$ cat src/rtl/led_pwm_pkg.sv
// Shared constants, types and helpers for the LED PWM brightness stage.
//   LED_COUNT  number of LEDs / duty registers
//   DUTY_W     duty and step counter width
//   PWM_STEPS  steps per PWM period (0..PWM_STEPS-1)
package led_pwm_pkg;

  localparam int LED_COUNT = 8;
  localparam int DUTY_W    = 8;
  localparam int PWM_STEPS = 255;
  localparam int ADDR_W    = 3;
  localparam int DATA_W    = 16;

  typedef logic [DUTY_W-1:0] duty_t;

  // Last step index of a period; the counter wraps from here back to 0.
  localparam duty_t STEP_LAST = DUTY_W'(PWM_STEPS - 1);

  // One decoded register write request.
  typedef struct packed {
    logic              vld;
    logic [ADDR_W-1:0] addr;
    duty_t             duty;
  } wr_req_t;

  // A pin is lit while the step counter is below its duty. Since steps
  // only reach PWM_STEPS-1, duty 255 is always on and duty 0 always off.
  function automatic logic pwm_on(input duty_t step, input duty_t duty);
    return step < duty;
  endfunction

endpackage

$ cat src/rtl/led_pwm_if.sv
// Peripheral bus for the duty register file.
//   en       select for this block
//   wr_en    write strobe, qualified by en
//   addr     duty register index (LED number)
//   data     write data, duty in the low byte
//   rd_data  combinational read-back of the pending duty at addr
interface led_pwm_if;
  import led_pwm_pkg::*;

  logic              en;
  logic              wr_en;
  logic [ADDR_W-1:0] addr;
  logic [DATA_W-1:0] data;
  logic [DATA_W-1:0] rd_data;

  modport master (output en, wr_en, addr, data, input rd_data);
  modport slave  (input en, wr_en, addr, data, output rd_data);

endinterface

$ cat src/rtl/led_pwm_timebase.sv
// PWM timebase: prescaler plus step counter.
//   clk, rst_n   clock, async active-low reset
//   step_next    step value after the current edge (what the pins use)
//   period_end   registered, high during the last clk of each PWM period
module pwm_timebase
  import led_pwm_pkg::*;
#(
  parameter int PRESCALE = 16
) (
  input  logic  clk,
  input  logic  rst_n,
  output duty_t step_next,
  output logic  period_end
);

  localparam int PW = (PRESCALE > 1) ? $clog2(PRESCALE) : 1;
  localparam logic [PW-1:0] PMAX = PW'(PRESCALE - 1);

  logic [PW-1:0] presc, presc_next;
  duty_t         step;
  logic          tick;

  always_comb begin
    tick       = (presc == PMAX);
    presc_next = tick ? '0 : presc + 1'b1;
    step_next  = step;
    if (tick) step_next = (step == STEP_LAST) ? '0 : step + 1'b1;
  end

  // period_end is computed from the next state so the flop is high exactly
  // while the counters sit on the final prescale slot of step 254.
  always_ff @(posedge clk or negedge rst_n) begin
    if (!rst_n) begin
      presc      <= '0;
      step       <= '0;
      period_end <= 1'b0;
    end else begin
      presc      <= presc_next;
      step       <= step_next;
      period_end <= (presc_next == PMAX) && (step_next == STEP_LAST);
    end
  end

endmodule

$ cat src/rtl/led_pwm.sv
// LED brightness stage: per-LED PWM dimming of the on/off LED byte.
//   clk, rst_n   clock, async active-low reset
//   bus          duty register bus (slave side)
//   led_in       on/off byte from the LED output register
//   period_end   one-cycle pulse on the last clk of each PWM period
//   led_pin      PWM-modulated pin drive
// Writes land in a pending register file; the active file that drives the
// comparators is refreshed only at period boundaries so a period is never
// cut short or stretched by a duty change.
module led_pwm
  import led_pwm_pkg::*;
#(
  parameter int          PRESCALE = 16,
  parameter logic [7:0]  DUTY_RST = 8'hFF
) (
  input  logic                 clk,
  input  logic                 rst_n,
  led_pwm_if.slave             bus,
  input  logic [LED_COUNT-1:0] led_in,
  output logic                 period_end,
  output logic [LED_COUNT-1:0] led_pin
);

  logic [LED_COUNT-1:0][DUTY_W-1:0] pend, pend_nxt;
  logic [LED_COUNT-1:0][DUTY_W-1:0] act, act_nxt;
  duty_t   step_next;
  wr_req_t wr;
  logic    unused_hi;

  pwm_timebase #(.PRESCALE(PRESCALE)) u_tb (
    .clk        (clk),
    .rst_n      (rst_n),
    .step_next  (step_next),
    .period_end (period_end)
  );

  assign wr = '{vld: bus.en && bus.wr_en, addr: bus.addr, duty: bus.data[DUTY_W-1:0]};
  assign unused_hi = ^bus.data[DATA_W-1:DUTY_W];

  // Read-back shows the pending value, pre-write within the cycle.
  assign bus.rd_data = {{(DATA_W-DUTY_W){1'b0}}, pend[bus.addr]};

  // The boundary copy takes pend_nxt so a write on the period_end cycle is
  // part of the very next period.
  always_comb begin
    pend_nxt = pend;
    if (wr.vld) pend_nxt[wr.addr] = wr.duty;
    act_nxt = period_end ? pend_nxt : act;
  end

  always_ff @(posedge clk or negedge rst_n) begin
    if (!rst_n) begin
      pend <= {LED_COUNT{DUTY_RST}};
      act  <= {LED_COUNT{DUTY_RST}};
    end else begin
      pend <= pend_nxt;
      act  <= act_nxt;
    end
  end

  // Pins follow post-edge step/duty, so the first clk of a new period
  // already reflects the new duty, and led_in lands after one clk.
  for (genvar g = 0; g < LED_COUNT; g++) begin : g_lane
    always_ff @(posedge clk or negedge rst_n) begin
      if (!rst_n) led_pin[g] <= 1'b0;
      else        led_pin[g] <= led_in[g] && pwm_on(step_next, act_nxt[g]);
    end
  end

endmodule

$ cat src/flat_wrapper.sv
// flat-port wrapper written by rule: the top's interface ports become plain ports
module led_pwm_flat import led_pwm_pkg::*;
#(
  parameter int          PRESCALE = 16,
  parameter logic [7:0]  DUTY_RST = 8'hFF
)
  (clk, rst_n, led_in, period_end, led_pin, bus_en, bus_wr_en, bus_addr, bus_data, bus_rd_data);
  led_pwm_if bus_i ();
  input  logic clk;
  input  logic rst_n;
  input  logic [LED_COUNT-1:0] led_in;
  output logic period_end;
  output logic [LED_COUNT-1:0] led_pin;
  input wire logic [$bits(bus_i.en)-1:0] bus_en;
  input wire logic [$bits(bus_i.wr_en)-1:0] bus_wr_en;
  input wire logic [$bits(bus_i.addr)-1:0] bus_addr;
  input wire logic [$bits(bus_i.data)-1:0] bus_data;
  output wire logic [$bits(bus_i.rd_data)-1:0] bus_rd_data;
  assign bus_i.en = bus_en;
  assign bus_i.wr_en = bus_wr_en;
  assign bus_i.addr = bus_addr;
  assign bus_i.data = bus_data;
  assign bus_rd_data = bus_i.rd_data;
  led_pwm #(.PRESCALE(PRESCALE), .DUTY_RST(DUTY_RST)) u_core (.clk(clk), .rst_n(rst_n), .bus(bus_i), .led_in(led_in), .period_end(period_end), .led_pin(led_pin));
endmodule
$ cat config.mk
export PLATFORM = sky130hd
export DESIGN_NAME = led_pwm_flat
export DESIGN_NICKNAME = d
export VERILOG_FILES = /design/src/rtl/led_pwm_pkg.sv /design/src/rtl/led_pwm_if.sv /design/src/rtl/led_pwm_timebase.sv /design/src/rtl/led_pwm.sv /design/src/flat_wrapper.sv
export SDC_FILE = /design/constraint.sdc
export NUM_CORES = 1
export LEC_CHECK = 0
export BUFFER_PORTS_ARGS = -buffer_cell sky130_fd_sc_hd__buf_2
export CAP_MARGIN = 20
export CORE_MARGIN = 3
export CORE_UTILIZATION = 55
export CTS_CLUSTER_SIZE = 8
export DETAILED_ROUTE_END_ITERATION = 6
export PLACE_DENSITY = 0.74
export SLEW_MARGIN = 10
export SYNTH_ARGS = -nofsm -noshare
export SYNTH_HDL_FRONTEND = slang
export SYNTH_SLANG_ARGS = --single-unit
$ cat constraint.sdc
create_clock -name clk -period 3.07 [get_ports clk]
set_input_delay 0.307 -clock clk [delete_from_list [all_inputs] [get_ports clk]]
set_output_delay 0.307 -clock clk [all_outputs]
set_load 0.005 [all_outputs]
==> results of run 1 <==
## where the power goes
part           leakage, nW  switching (mW)  internal, mW
registers             1.60           0.115          2.31
logic                 3.00           0.340         0.257
clock network        0.312           0.837          1.42
total                 4.92            1.29          3.99
## state kept, by name, summed over array words and instances, names as in the netlist
| name | flops |
|---|---|
| u_core.u_tb.step | 8 |
| u_core.act | 64 |
| u_core.pend | 64 |
| u_core.u_tb.presc | 4 |
| u_core.u_tb.period_end | 1 |
| u_core.led_pin | 8 |
## critical path: stages, from the launching register on
cell	delay (ps)
dfrtp_1	430
inv_1	130
ha_1	190
nand2_1	120
nor2_2	230
o21ai_0	110
a21o_1	410
ha_1	390
a21o_1	180
a21oi_1	160
o2111ai_1	130
a21oi_1	160
## repair_timing
item | in CTS | in global routing
resized for setup | 0 | 1
hold buffers | 1 | 0
endpoints found under the hold margin | 5 | 0
endpoints found under the setup margin | 0 | 1
## metal layers
metal,vias up,global-route usage (%)
li1,2613,-
met3,35,4.958
met2,142,39.42
met4,0,8.052
met1,2788,32.51
met5,-,0
## cells in the mapped netlist (2+ instances only)
library cell  instances
mux4_2               12
and3_1                3
buf_2                 2
nand4_1              12
inv_1               133
a21o_1               65
a21oi_1              34
dfstp_2             128
nand2b_1              2
clkbuf_1             22
ha_1                 60
or3_1                 3
o21ai_0              17
nand3_1               9
mux4_1                4
nand2_1               7
mux2_2                9
buf_1                 3
nor2b_1               8
dfrtp_1              21
nor2_1               75
o2111ai_1             8
buf_6                 2
a211o_1               7
o31ai_1               2
buf_4                11
mux2i_1              64
nor2_4                5
## placed cells by master (no fill, tap or decap), drive strengths merged, types with 2 or more instances in the layout
master / netlist / final
inv: 133 / 133
dfstp: 128 / 128
nor2: 81 / 81
a21o: 65 / 65
mux2i: 64 / 64
ha: 60 / 60
buf: 18 / 59
a21oi: 35 / 35
dfrtp: 21 / 21
clkbuf: 22 / 20
o21ai: 18 / 18
mux4: 16 / 16
nand4: 12 / 12
nand3: 10 / 10
mux2: 9 / 9
nor2b: 8 / 8
o2111ai: 8 / 8
conb: 1 / 8
nand2: 8 / 8
a211o: 8 / 8
clkinv: 0 / 6
bufinv: 0 / 4
or3: 3 / 3
and3: 3 / 3
nand2b: 3 / 3
o31ai: 2 / 2
clkinvlp: 0 / 2
nand3b: 2 / 2
## final timing paths
check                      slack [ps]                 start                   end  cells past startpoint
max                               350   u_core.u_tb.step[0]     u_core.led_pin[3]                     11
min                               120             led_in[0]     u_core.led_pin[0]                      3
max reg2reg                       350   u_core.u_tb.step[0]     u_core.led_pin[3]                     11
min reg2reg                       520  u_core.u_tb.presc[0]  u_core.u_tb.presc[0]                      1
max in group asynchronous        1660                 rst_n        u_core.act[53]                      3
min in group asynchronous         530                 rst_n     u_core.led_pin[0]                      2
## area by class of cell
| cell class | count | area [um^2] | area share [%] |
|---|---|---|---|
| clock inverter | 12 | 176.4 | 1.915 |
| clock buffer | 20 | 466.7 | 5.066 |
| tap | 180 | 225.2 | 2.445 |
| timing repair buffer | 60 | 374.1 | 4.061 |
| inverter | 133 | 499.2 | 5.419 |
| sequential | 149 | 3892 | 42.25 |
| multi-input combinational | 434 | 3578 | 38.84 |
## logic make-up after synthesis
family,count (synthesis),share of synthesized area (%)
AOI/OAI and AO/OA,142,11.80
xor gates and xnor gates,1,0.1075
adders and majority gates,60,9.215
buffers and inverters,173,8.693
DFF,149,47.73
muxes,89,13.72
other,1,0.04603
and+or+nand+nor,134,8.693
==> impl_metrics.env, run 1 <==
export IMPL_ys_flop_type="dfstp_2"
export IMPL_rsz0062_at_grt="no"
export IMPL_vias=5578
export IMPL_start_kind="flip-flop"
export IMPL_final_util_pct=64.86
export IMPL_first_iter_violations=332
export IMPL_antenna_left=0
export IMPL_cp_max_fo=10
export IMPL_place_ws_ps=334.3
export IMPL_yosys_register_bits=149
export IMPL_fillCellCount=1099
export IMPL_dieArea_um2=16310
export IMPL_viasPerCell=5.646
export IMPL_synth_area_leader_cell="dfstp_2"
export IMPL_hold_class="input pin to flip-flop"
export IMPL_core_area_um2=14200
export IMPL_totalPowerFinal_mw=5.286
export IMPL_min_period_ps=2724
export IMPL_cp_end_kind="flip-flop"
export IMPL_portBuffers=39
export IMPL_gp_congestion=0.8480
export IMPL_finalCritPeriodShare_pct=88.74
export IMPL_wl_um=18620
export IMPL_synth_edf_count=0
export IMPL_antenna_found_initial=0
export IMPL_clk_pin_slew_ps=60
export IMPL_overflow=0
export IMPL_yosysUniqueCellTypes=49
export IMPL_fin_skew_ps=6.931
export IMPL_grt_pass1_wl_um=30100
export IMPL_setup_ws_ps=345.7
export IMPL_h_tree_depth=4
export IMPL_antenna_cells=0
export IMPL_ys_seq_area_share_pct=47.73
export IMPL_area_delta_synth_final_pct=13.09
export IMPL_vdd_drop_max_uv=432.0
export IMPL_synth_warnings=0
export IMPL_grt_max_degree=94
export IMPL_wl_per_cell_um=18.84
export IMPL_setup_tns_ps=0
export IMPL_post_dp_cell_area_um2=8557
export IMPL_clkSinkCount=149
export IMPL_setup_viol=0
export IMPL_tightest_slew_ps=852.6
export IMPL_synth_area_leaders="dfstp_2 (41%), ha_1 (9.2%), mux2i_1 (7.9%)"
export IMPL_maxSlewViolCount=0
export IMPL_outcome="finished, final reports clean"
export IMPL_worstSetupPathType="flip-flop to flip-flop"
export IMPL_post_cts_buffers=0
export IMPL_grt_pass1_vias=5876
export IMPL_std_cell_rows=43
export IMPL_top_layer="met4"
export IMPL_syn_inst=749
export IMPL_maxCapViolCount=0
export IMPL_wl_met1_um=8392
export IMPL_remaining_drc_errors=0
export IMPL_fin_cells=988
export IMPL_final_hold_viol_count=0
export IMPL_slew_headroom_pct=43.16
export IMPL_pwr_density_cell_nw_per_um2=573.8
export IMPL_clock_fmax_ghz=0.3671
export IMPL_start_util_pct=57.36
export IMPL_tritoncts="done"
export IMPL_required_ps=3420
export IMPL_dp_cells=955
export IMPL_netlist_area_leader_share_pct=41.28
export IMPL_die_h_um=127.7
export IMPL_cts_buffers=17
export IMPL_clk_latency_ps=430
export IMPL_dp_hpwl_um=13050
export IMPL_grt_usage_pct=24.16
export IMPL_wl_met2_um=9072
export IMPL_avgSynthCellArea_um2=10.88
export IMPL_cts_max_path_buffers=2
export IMPL_p_leak_nw=4.917
export IMPL_drive_gt1_share_pct=31.44
export IMPL_final_area_um2=9213
export IMPL_critPathArrivalTime_ps=3070
export IMPL_num_nets_final=886
export IMPL_dr_wl_met3_um=755
export IMPL_pin_count=56
export IMPL_drtPass1Iterations=5
export IMPL_die_x_um=127.7
export IMPL_synth_area_um2=8147
export IMPL_cts_root_buf="clkbuf_16"
export IMPL_holdWs_ps=122.3
export IMPL_async_reset_ff_share_pct=100.0
(Power assumes the default switching activity.)
==> inputs of run 2 (changes only) <==
==> constraint.sdc (replaced) <==
create_clock -name clk -period 3.07 [get_ports clk]
set_input_delay 0.307 -clock clk [delete_from_list [all_inputs] [get_ports clk]]
set_output_delay 0.307 -clock clk [all_outputs]
set_load 0.01 [all_outputs]
==> impl_metrics.env, run 2 (synthesis gave the netlist of run 1 again) <==
export IMPL_pwr_density_cell_nw_per_um2=555.9
export IMPL_min_period_ps=2827
export IMPL_viasPerCell=5.637
export IMPL_setup_tns_ps=0
export IMPL_num_nets_final=887
export IMPL_required_ps=3420
export IMPL_vias=5575
export IMPL_maxCapViolCount=0
export IMPL_dieArea_um2=16310
export IMPL_area_delta_synth_final_pct=12.23
export IMPL_antenna_cells=0
export IMPL_finalCritPeriodShare_pct=92.08
export IMPL_final_util_pct=64.37
export IMPL_final_common_cell="inv_1"
export IMPL_cts_max_path_buffers=2
export IMPL_clk_pin_slew_ps=60
export IMPL_start_kind="flip-flop"
export IMPL_grt_max_degree=93
export IMPL_antenna_left=0
export IMPL_die_h_um=127.7
export IMPL_portBuffers=39
export IMPL_wl_um=18170
export IMPL_cp_end_kind="flip-flop"
export IMPL_critPathArrivalTime_ps=3170
export IMPL_std_cell_rows=43
export IMPL_cp_max_fo=10
export IMPL_drive_gt1_share_pct=30.53
export IMPL_vdd_drop_max_uv=421.5
export IMPL_tightest_slew_ps=856.3
export IMPL_outcome="finished, final reports clean"
export IMPL_rsz0062_at_grt="no"
export IMPL_antenna_found_initial=0
export IMPL_reg_largest_list="u_core.act (64), u_core.pend (64)"
export IMPL_fin_cells=989
export IMPL_remaining_drc_errors=0
export IMPL_pin_count=56
export IMPL_grt_pass1_vias=5737
export IMPL_dp_cells=956
export IMPL_cts_buffers=17
export IMPL_cts_resized=0
export IMPL_clk_latency_ps=440
export IMPL_final_hold_viol_count=0
export IMPL_first_iter_violations=472
export IMPL_core_area_um2=14200
export IMPL_grt_usage_pct=23.77
export IMPL_wl_per_cell_um=18.37
export IMPL_gp_congestion=0.8531
export IMPL_grt_pass1_wl_um=29560
export IMPL_tritoncts="done"
export IMPL_slew_headroom_pct=42.91
export IMPL_fin_skew_ps=8.488
export IMPL_drtPass1Iterations=6
export IMPL_worstSetupPathType="flip-flop to flip-flop"
export IMPL_start_util_pct=57.36
export IMPL_clkSinkCount=149
export IMPL_p_leak_nw=4.892
export IMPL_h_tree_depth=4
export IMPL_die_x_um=127.7
export IMPL_holdWs_ps=117.0
export IMPL_setup_viol=0
export IMPL_clock_fmax_ghz=0.3538
export IMPL_hold_class="input pin to flip-flop"
export IMPL_overflow=0
export IMPL_cts_root_buf="clkbuf_16"
export IMPL_dp_hpwl_um=12950
export IMPL_maxSlewViolCount=0
export IMPL_layout_common_cells="inv_1 (133), dfstp_2 (128), nor2_1 (75)"
## run 2: cell count changes in the layout (fill, tap and decap cells not counted)
cell        before  now
clkbuf_16       17   18
clkbuf_8         3    5
bufinv_16        4    1
buf_4           19   21
buf_12           1    0
nor2_2           1    0
clkbuf_1         0    7
nor2_1          74   75
clkinv_4         3    0
clkinvlp_4       2    0
clkinv_2         3    1
## run 2: area by class of cell
type / count / area, um^2
tap: 180 / 225.2
fill: 1124 / 5061
clock inverter: 2 / 35.03
inverter: 133 / 499.2
multi-input combinational: 434 / 3576
timing repair buffer: 61 / 369.1
sequential: 149 / 3892
clock buffer: 30 / 545.5
## run 2: worst paths after layout
path | startpoint | endpoint | slack, ps | depth (start not counted)
max reg2reg | u_core.u_tb.step[0] | u_core.led_pin[7] | 240 | 11
max | u_core.u_tb.step[0] | u_core.led_pin[7] | 240 | 11
min | led_in[6] | u_core.led_pin[6] | 120 | 3
min in group asynchronous | rst_n | u_core.led_pin[0] | 490 | 2
max in group asynchronous | rst_n | u_core.act[15] | 1670 | 3
min reg2reg | u_core.u_tb.presc[0] | u_core.u_tb.presc[0] | 510 | 1
## run 2: metal layers
layer  track usage [%]  routed length [um]  part of all wire, %  vias up
li1                  -                   -                    -     2612
met1             31.78                7937                   44     2759
met2             38.71                8769                   48      170
met3             5.500                1141                  6.3       34
met4             7.740                 318                  1.8        0
met5                 0                   0                    0        -
## run 2: critical path, cell delays in order (launching register included)
cell,delay (ps)
dfrtp_1,420
inv_1,130
ha_1,180
nand2_1,100
nor2_1,280
o21ai_0,150
a21o_1,430
ha_1,400
a21o_1,180
a21oi_1,170
o2111ai_1,130
a21oi_1,170
## run 2: per-stage QoR
| stage | power (mW) | instance area, um^2 | worst slack [ps] |
|---|---|---|---|
| floorplan | 2.824 | 8173 | 594.8 |
| CTS | 5.124 | 9143 | 301.3 |
| finish | 5.082 | 9143 | 243.1 |
| global route | 5.276 | 9143 | 55.25 |
| detailed placement | 3.060 | 8552 | 324.4 |
| global placement | 3.033 | 8552 | 437.2 |
## run 2: timing repair
| action | CTS | global route |
|---|---|---|
| endpoints found under the hold margin | 3 | 0 |
| hold buffers | 1 | 0 |
| endpoints found under the setup margin | 0 | 0 |
| setup buffers | 0 | 0 |
## run 2: report_power, final
part / total [mW] / switching [mW] / internal [mW] / leakage, nW
logic: 0.612 / 0.354 / 0.258 / 3.00
clock network: 2.05 / 0.778 / 1.27 / 0.284
registers: 2.42 / 0.108 / 2.31 / 1.60
